--- src/rtl/buzzer_pattern_gen.sv ---
// Two-tone cadenced buzzer sequencer: A/B tone segments, silent gap, repeat; ack silences until alarm clears.
// Optional burst timeout enabled by defining BUZZ_TIMEOUT_EN.
module buzzer_pattern_gen #(
  parameter int                        STATE_W        = 4,
  parameter logic [(2**STATE_W)-1:0]   ALARM_MASK     = 16'h01C0,
  parameter int                        TONE_A_DIV     = 2,
  parameter int                        TONE_B_DIV     = 4,
  parameter int                        SEG_LEN        = 8,
  parameter int                        PAIRS          = 2,
  parameter int                        GAP_LEN        = 8,
  parameter int                        TIMEOUT_BURSTS = 4
) (
  input  logic               clk_base,
  input  logic               rst_n,
  input  logic [STATE_W-1:0] state_in,
  input  logic               ack,
  output logic               buzz_out,
  output logic               active,
  output logic               timed_out
);

  localparam int SEG_MAX = (SEG_LEN > GAP_LEN) ? SEG_LEN : GAP_LEN;
  localparam int DIV_MAX = (TONE_A_DIV > TONE_B_DIV) ? TONE_A_DIV : TONE_B_DIV;
  localparam int SEG_W   = $clog2(SEG_MAX + 1);
  localparam int HALF_W  = $clog2(DIV_MAX + 1);
  localparam int PAIR_W  = $clog2(PAIRS + 1);

  if (TONE_A_DIV < 1 || TONE_B_DIV < 1 || SEG_LEN < 1 || PAIRS < 1 ||
      GAP_LEN < 1 || TIMEOUT_BURSTS < 1) begin : g_param_err
    $error("buzzer_pattern_gen: parameter out of range");
  end

  typedef enum logic [1:0] {S_IDLE, S_TONE_A, S_TONE_B, S_GAP} state_t;

  state_t              r_state;
  logic [SEG_W-1:0]    r_seg;
  logic [HALF_W-1:0]   r_half;
  logic [PAIR_W-1:0]   r_pairs;
  logic                r_acked;
  logic                r_buzz;
  logic                r_active;

  logic                w_alarm;
  logic                w_seg_end;
  logic                w_gap_end;
  logic                w_timeout;
  logic [HALF_W-1:0]   w_div_last;

  assign w_alarm    = ALARM_MASK[state_in];
  assign w_seg_end  = (r_seg == SEG_W'(SEG_LEN - 1));
  assign w_gap_end  = (r_state == S_GAP) && (r_seg == SEG_W'(GAP_LEN - 1));
  assign w_div_last = (r_state == S_TONE_B) ? HALF_W'(TONE_B_DIV - 1) : HALF_W'(TONE_A_DIV - 1);

`ifdef BUZZ_TIMEOUT_EN
  localparam int BURST_W = $clog2(TIMEOUT_BURSTS + 1);
  logic [BURST_W-1:0] r_bursts;
  logic               r_timed_out;

  assign w_timeout = w_alarm && !ack && w_gap_end && (r_bursts == BURST_W'(TIMEOUT_BURSTS - 1));
  assign timed_out = r_timed_out;

  // Burst count restarts whenever the FSM drops back to IDLE.
  always_ff @(posedge clk_base or negedge rst_n) begin
    if (!rst_n) begin
      r_bursts    <= '0;
      r_timed_out <= 1'b0;
    end else if (!w_alarm) begin
      r_bursts    <= '0;
      r_timed_out <= 1'b0;
    end else if (w_timeout) begin
      r_bursts    <= '0;
      r_timed_out <= 1'b1;
    end else if (ack && r_state != S_IDLE) begin
      r_bursts    <= '0;
    end else if (w_gap_end) begin
      r_bursts    <= r_bursts + 1'b1;
    end
  end
`else
  assign w_timeout = 1'b0;
  assign timed_out = 1'b0;
`endif

  assign buzz_out = r_buzz;
  assign active   = r_active;

  always_ff @(posedge clk_base or negedge rst_n) begin
    if (!rst_n) begin
      r_state  <= S_IDLE;
      r_seg    <= '0;
      r_half   <= '0;
      r_pairs  <= '0;
      r_acked  <= 1'b0;
      r_buzz   <= 1'b0;
      r_active <= 1'b0;
    end else if (!w_alarm) begin
      // Alarm drop wins over a simultaneous ack: acked is cleared.
      r_state  <= S_IDLE;
      r_seg    <= '0;
      r_half   <= '0;
      r_pairs  <= '0;
      r_acked  <= 1'b0;
      r_buzz   <= 1'b0;
      r_active <= 1'b0;
    end else if (r_state == S_IDLE) begin
      if (ack) begin
        r_acked <= 1'b1;
      end else if (!r_acked) begin
        r_state  <= S_TONE_A;
        r_seg    <= '0;
        r_half   <= '0;
        r_pairs  <= '0;
        r_buzz   <= 1'b1;
        r_active <= 1'b1;
      end
    end else if (ack || w_timeout) begin
      r_state  <= S_IDLE;
      r_seg    <= '0;
      r_half   <= '0;
      r_pairs  <= '0;
      r_acked  <= 1'b1;
      r_buzz   <= 1'b0;
      r_active <= 1'b0;
    end else begin
      case (r_state)
        S_TONE_A, S_TONE_B: begin
          if (w_seg_end) begin
            r_seg  <= '0;
            r_half <= '0;
            if (r_state == S_TONE_A) begin
              r_state <= S_TONE_B;
              r_buzz  <= 1'b1;
            end else if (r_pairs != PAIR_W'(PAIRS - 1)) begin
              r_state <= S_TONE_A;
              r_pairs <= r_pairs + 1'b1;
              r_buzz  <= 1'b1;
            end else begin
              r_state <= S_GAP;
              r_buzz  <= 1'b0;
            end
          end else begin
            r_seg <= r_seg + 1'b1;
            if (r_half == w_div_last) begin
              r_half <= '0;
              r_buzz <= ~r_buzz;
            end else begin
              r_half <= r_half + 1'b1;
            end
          end
        end
        S_GAP: begin
          if (w_gap_end) begin
            r_state <= S_TONE_A;
            r_seg   <= '0;
            r_half  <= '0;
            r_pairs <= '0;
            r_buzz  <= 1'b1;
          end else begin
            r_seg <= r_seg + 1'b1;
          end
        end
        default: r_state <= S_IDLE;
      endcase
    end
  end

endmodule

--- config.mk ---
export PLATFORM = sky130hd
export DESIGN_NAME = buzzer_pattern_gen
export DESIGN_NICKNAME = d
export VERILOG_FILES = /design/src/rtl/buzzer_pattern_gen.sv
export SDC_FILE = /design/constraint.sdc
export NUM_CORES = 1
export LEC_CHECK = 0
export BUFFER_PORTS_ARGS = -buffer_cell sky130_fd_sc_hd__buf_2
export CORE_MARGIN = 2
export CORE_UTILIZATION = 61
export DETAILED_ROUTE_END_ITERATION = 10
export HOLD_SLACK_MARGIN = 0.06
export PLACE_DENSITY = 0.9
export SYNTH_ARGS = -nofsm -noshare
export SYNTH_HDL_FRONTEND = slang
export SYNTH_SLANG_ARGS = --single-unit
--- constraint.sdc ---
create_clock -name clk_base -period 3.1 [get_ports clk_base]
set_input_delay 0 -clock clk_base [delete_from_list [all_inputs] [get_ports clk_base]]
set_output_delay 0 -clock clk_base [all_outputs]
set_load 0.1 [all_outputs]
==> results.yml <==
place:
  place.gp.congestion: 0.800
  pre_cts_ws_ps: 1190
  dp_hpwl_um: 1450
  dp_cells: 120
  port_buffers: 8
setup_path:
  cp-end-kind: "flop"
  critPathCapture: "r_pairs[1]$_DFFE_PN0P_"
  r2r_cells: 7
  critical_path_class: "reg -> reg"
  reg2reg_slack_ps: 1180
  setup.worst_path.start: "r_state[1]$_DFFE_PN0P_"
  crit_path_max_fanout: 6
  start_kind: "flop"
  required_ps: 3280
  reg2reg_from: "r_state[1]$_DFFE_PN0P_"
  cp.arrival_ps: 2110
  reg2reg_to: "r_pairs[1]$_DFFE_PN0P_"
power:
  p_leak_nw: 0.503
  ir_drop_mv: 0.374
  powerDensity_nw_per_um2: 366
yosys:
  synth_seq_cells: 14
  synthMuxAreaShare_pct: 1.55
  synth_flop_cell: "dfrtp_1"
  synth_top_family_by_area: "simple AND/OR/NAND/NOR gates"
  synth_compound_area_share_pct: 21.4
  synthAdderAreaFrac_pct: 9.07
  syn_nets: 113
  netlist-cell-type-count: 39
  postSynthCellCount: 99
  yosys.area_share.simple_pct: 25.3
  yosysWarnings: 0
  synthArstFlopShare_pct: 100
  synth_edf_count: 0
  syn_area_per_cell_sq_um: 9.76
  synth_xor_area_share_pct: 0.907
  seq_area_frac_synth_pct: 36.3
  syn-cell-area_sq_um: 966
sta:
  fmax_mhz: 520
  final-max-slew-violation-count: 0
  final.setup.tns_ps: 0
  rsz0062_at_grt: "no"
  skew_ps: 17.3
  finalCriticalPeriod_ps: 1920
  hold_viol: 0
  post-route-period-util_pct: 62.1
  final-setup-viol-count: 0
  setup_ws_ps: 1180
die:
  fp.dieH_um: 43.8
  ioPinCount: 10
  core-area_sq_um: 1490
  die_w_um: 43.8
  dieArea_sq_um: 1920
  start_util_pct: 64.9
  rows: 14
finish:
  antenna_cells: 0
  stdcell_count: 125
  nets: 124
  final_cell_mix: "14 x dfrtp_1, 8 x inv_1, 8 x buf_2"
  area_growth_pct: 8.94
  multi_input_area_sq_um: 566
  fill_cells: 111
  final_common_cell: "dfrtp_1"
  seq_area_sq_um: 350
  drive_gt1_share_pct: 24.8
drt:
  first_iter_violations: 17
  totalWireLength_um: 1970
  dr.pass1.iters: 4
  antenna_left: 0
  route.vias.total: 752
  wl_per_cell_um: 15.7
  drc: 0
  viasPerCell: 6.02
clocking:
  cts_sinks: 14
  cts_setup_buffers: 0
  cts_tree: "done"
  cts_root_buf: "clkbuf_4"
  worstSkewPairLatency_ps: 290
  clockBufferDepth: 2
  cts_buffers: 3
  clkTransAtPathRegs_ps: 100
  htreeDepth: 1
grt:
  grt_max_degree: 15
  antenna_found_initial: 0
  grt_usage_pct: 24.3
  grt_first_pass_wirelength_um: 3330
  grt_pass1_vias: 752
  grt_overflow: 0
worst_hold_path:
  min_path_type: "in -> reg"
job:
  maxCapViolCount: 0
outcome:
  status: "finished clean"
==> registers in the layout, indices dropped and copies added, names as in the netlist <==
name and count:
r_pairs 2, r_state 2, buzz_out 1, r_acked 1, r_half 3, r_seg 4, active 1
==> area by class of cell <==
cell class | instances | area share [%]
clock buffer | 4 | 3.45
inverter | 8 | 2.85
multi-input combinational | 74 | 53.7
sequential | 14 | 33.3
tap | 16 | 1.90
timing repair buffer | 9 | 4.76
==> per-layer routing <==
| metal | global-route usage, % | routed length, um | share of wire [%] | up-vias |
|---|---|---|---|---|
| met5 | 0 | 0 | 0 | - |
| met4 | 6.67 | 13 | 0.66 | 0 |
| met3 | 7.08 | 75 | 3.8 | 2 |
| met2 | 41.8 | 1020 | 52 | 14 |
| met1 | 29.4 | 861 | 44 | 360 |
| li1 | - | - | - | 376 |
==> cell families after synthesis <==
family | count (synthesis)
AND/OR/NAND/NOR | 34
AO/OA/AOI/OAI | 30
flip-flops | 14
buffers and inverters | 11
adder cells (fa/ha/maj) | 7
other | 1
XOR/XNOR | 1
multiplexers | 1
==> how the worst min path moves through the flow <==
stage                     startpoint                      to  slack [ps]  cells past startpoint
after floorplan                rst_n      active$_DFFE_PN0P_        -300                      0
after global placement         rst_n  r_pairs[1]$_DFFE_PN0P_         -90                      1
final                            ack     r_acked$_DFFE_PN0P_          70                      3
after global routing             ack     r_acked$_DFFE_PN0P_          70                      3
after CTS                        ack     r_acked$_DFFE_PN0P_          70                      3
after detailed placement       rst_n  r_pairs[1]$_DFFE_PN0P_         -80                      1
==> critical path, stage by stage (launching register included) <==
cell,delay [ps]
dfrtp_1,450
inv_1,90
ha_1,340
or2_1,240
a31oi_2,310
o21ai_0,190
nand3_1,120
o21ai_1,70
==> through the flow <==
step	power (mW)	utilization, %	cell area [sq um]	hold slack, ps
5_1_grt	0.405	70.7	1050	70.4
3_5_place_dp	0.255	67.6	1010	-83.6
4_1_cts	0.390	70.7	1050	65.5
3_3_place_gp	0.252	67.6	1010	-91.2
6_report	0.385	70.7	1050	71.0
2_1_floorplan	0.240	-	966	-296
==> synthesized netlist by cell type (2+ instances only) <==
cell type / instances / area (sq um)
nand3b_1: 2 / 15.0
o21ai_0: 4 / 20.0
ha_1: 7 / 87.6
inv_1: 8 / 30.0
nand3_1: 6 / 30.0
o31ai_1: 3 / 22.5
dfrtp_1: 14 / 350
nand2_1: 4 / 15.0
nor2_2: 3 / 18.8
a311oi_1: 2 / 17.5
a21oi_1: 7 / 35.0
buf_4: 2 / 15.0
o21ai_1: 5 / 25.0
nor2_1: 7 / 26.3
==> power by group <==
group | total [mW] | switching (mW) | leakage [nW] | internal [mW]
clock | 0.132 | 0.0610 | 0.0210 | 0.0715
sequential | 0.188 | 0.00295 | 0.194 | 0.185
combinational | 0.0644 | 0.0452 | 0.288 | 0.0192
==> timing repair <==
item,4_1_cts,5_1_grt
hold endpoints to repair,14,0
setup endpoints to repair,0,0
gates resized for setup,0,0
hold buffers,1,0
(Power assumes the default switching activity.)
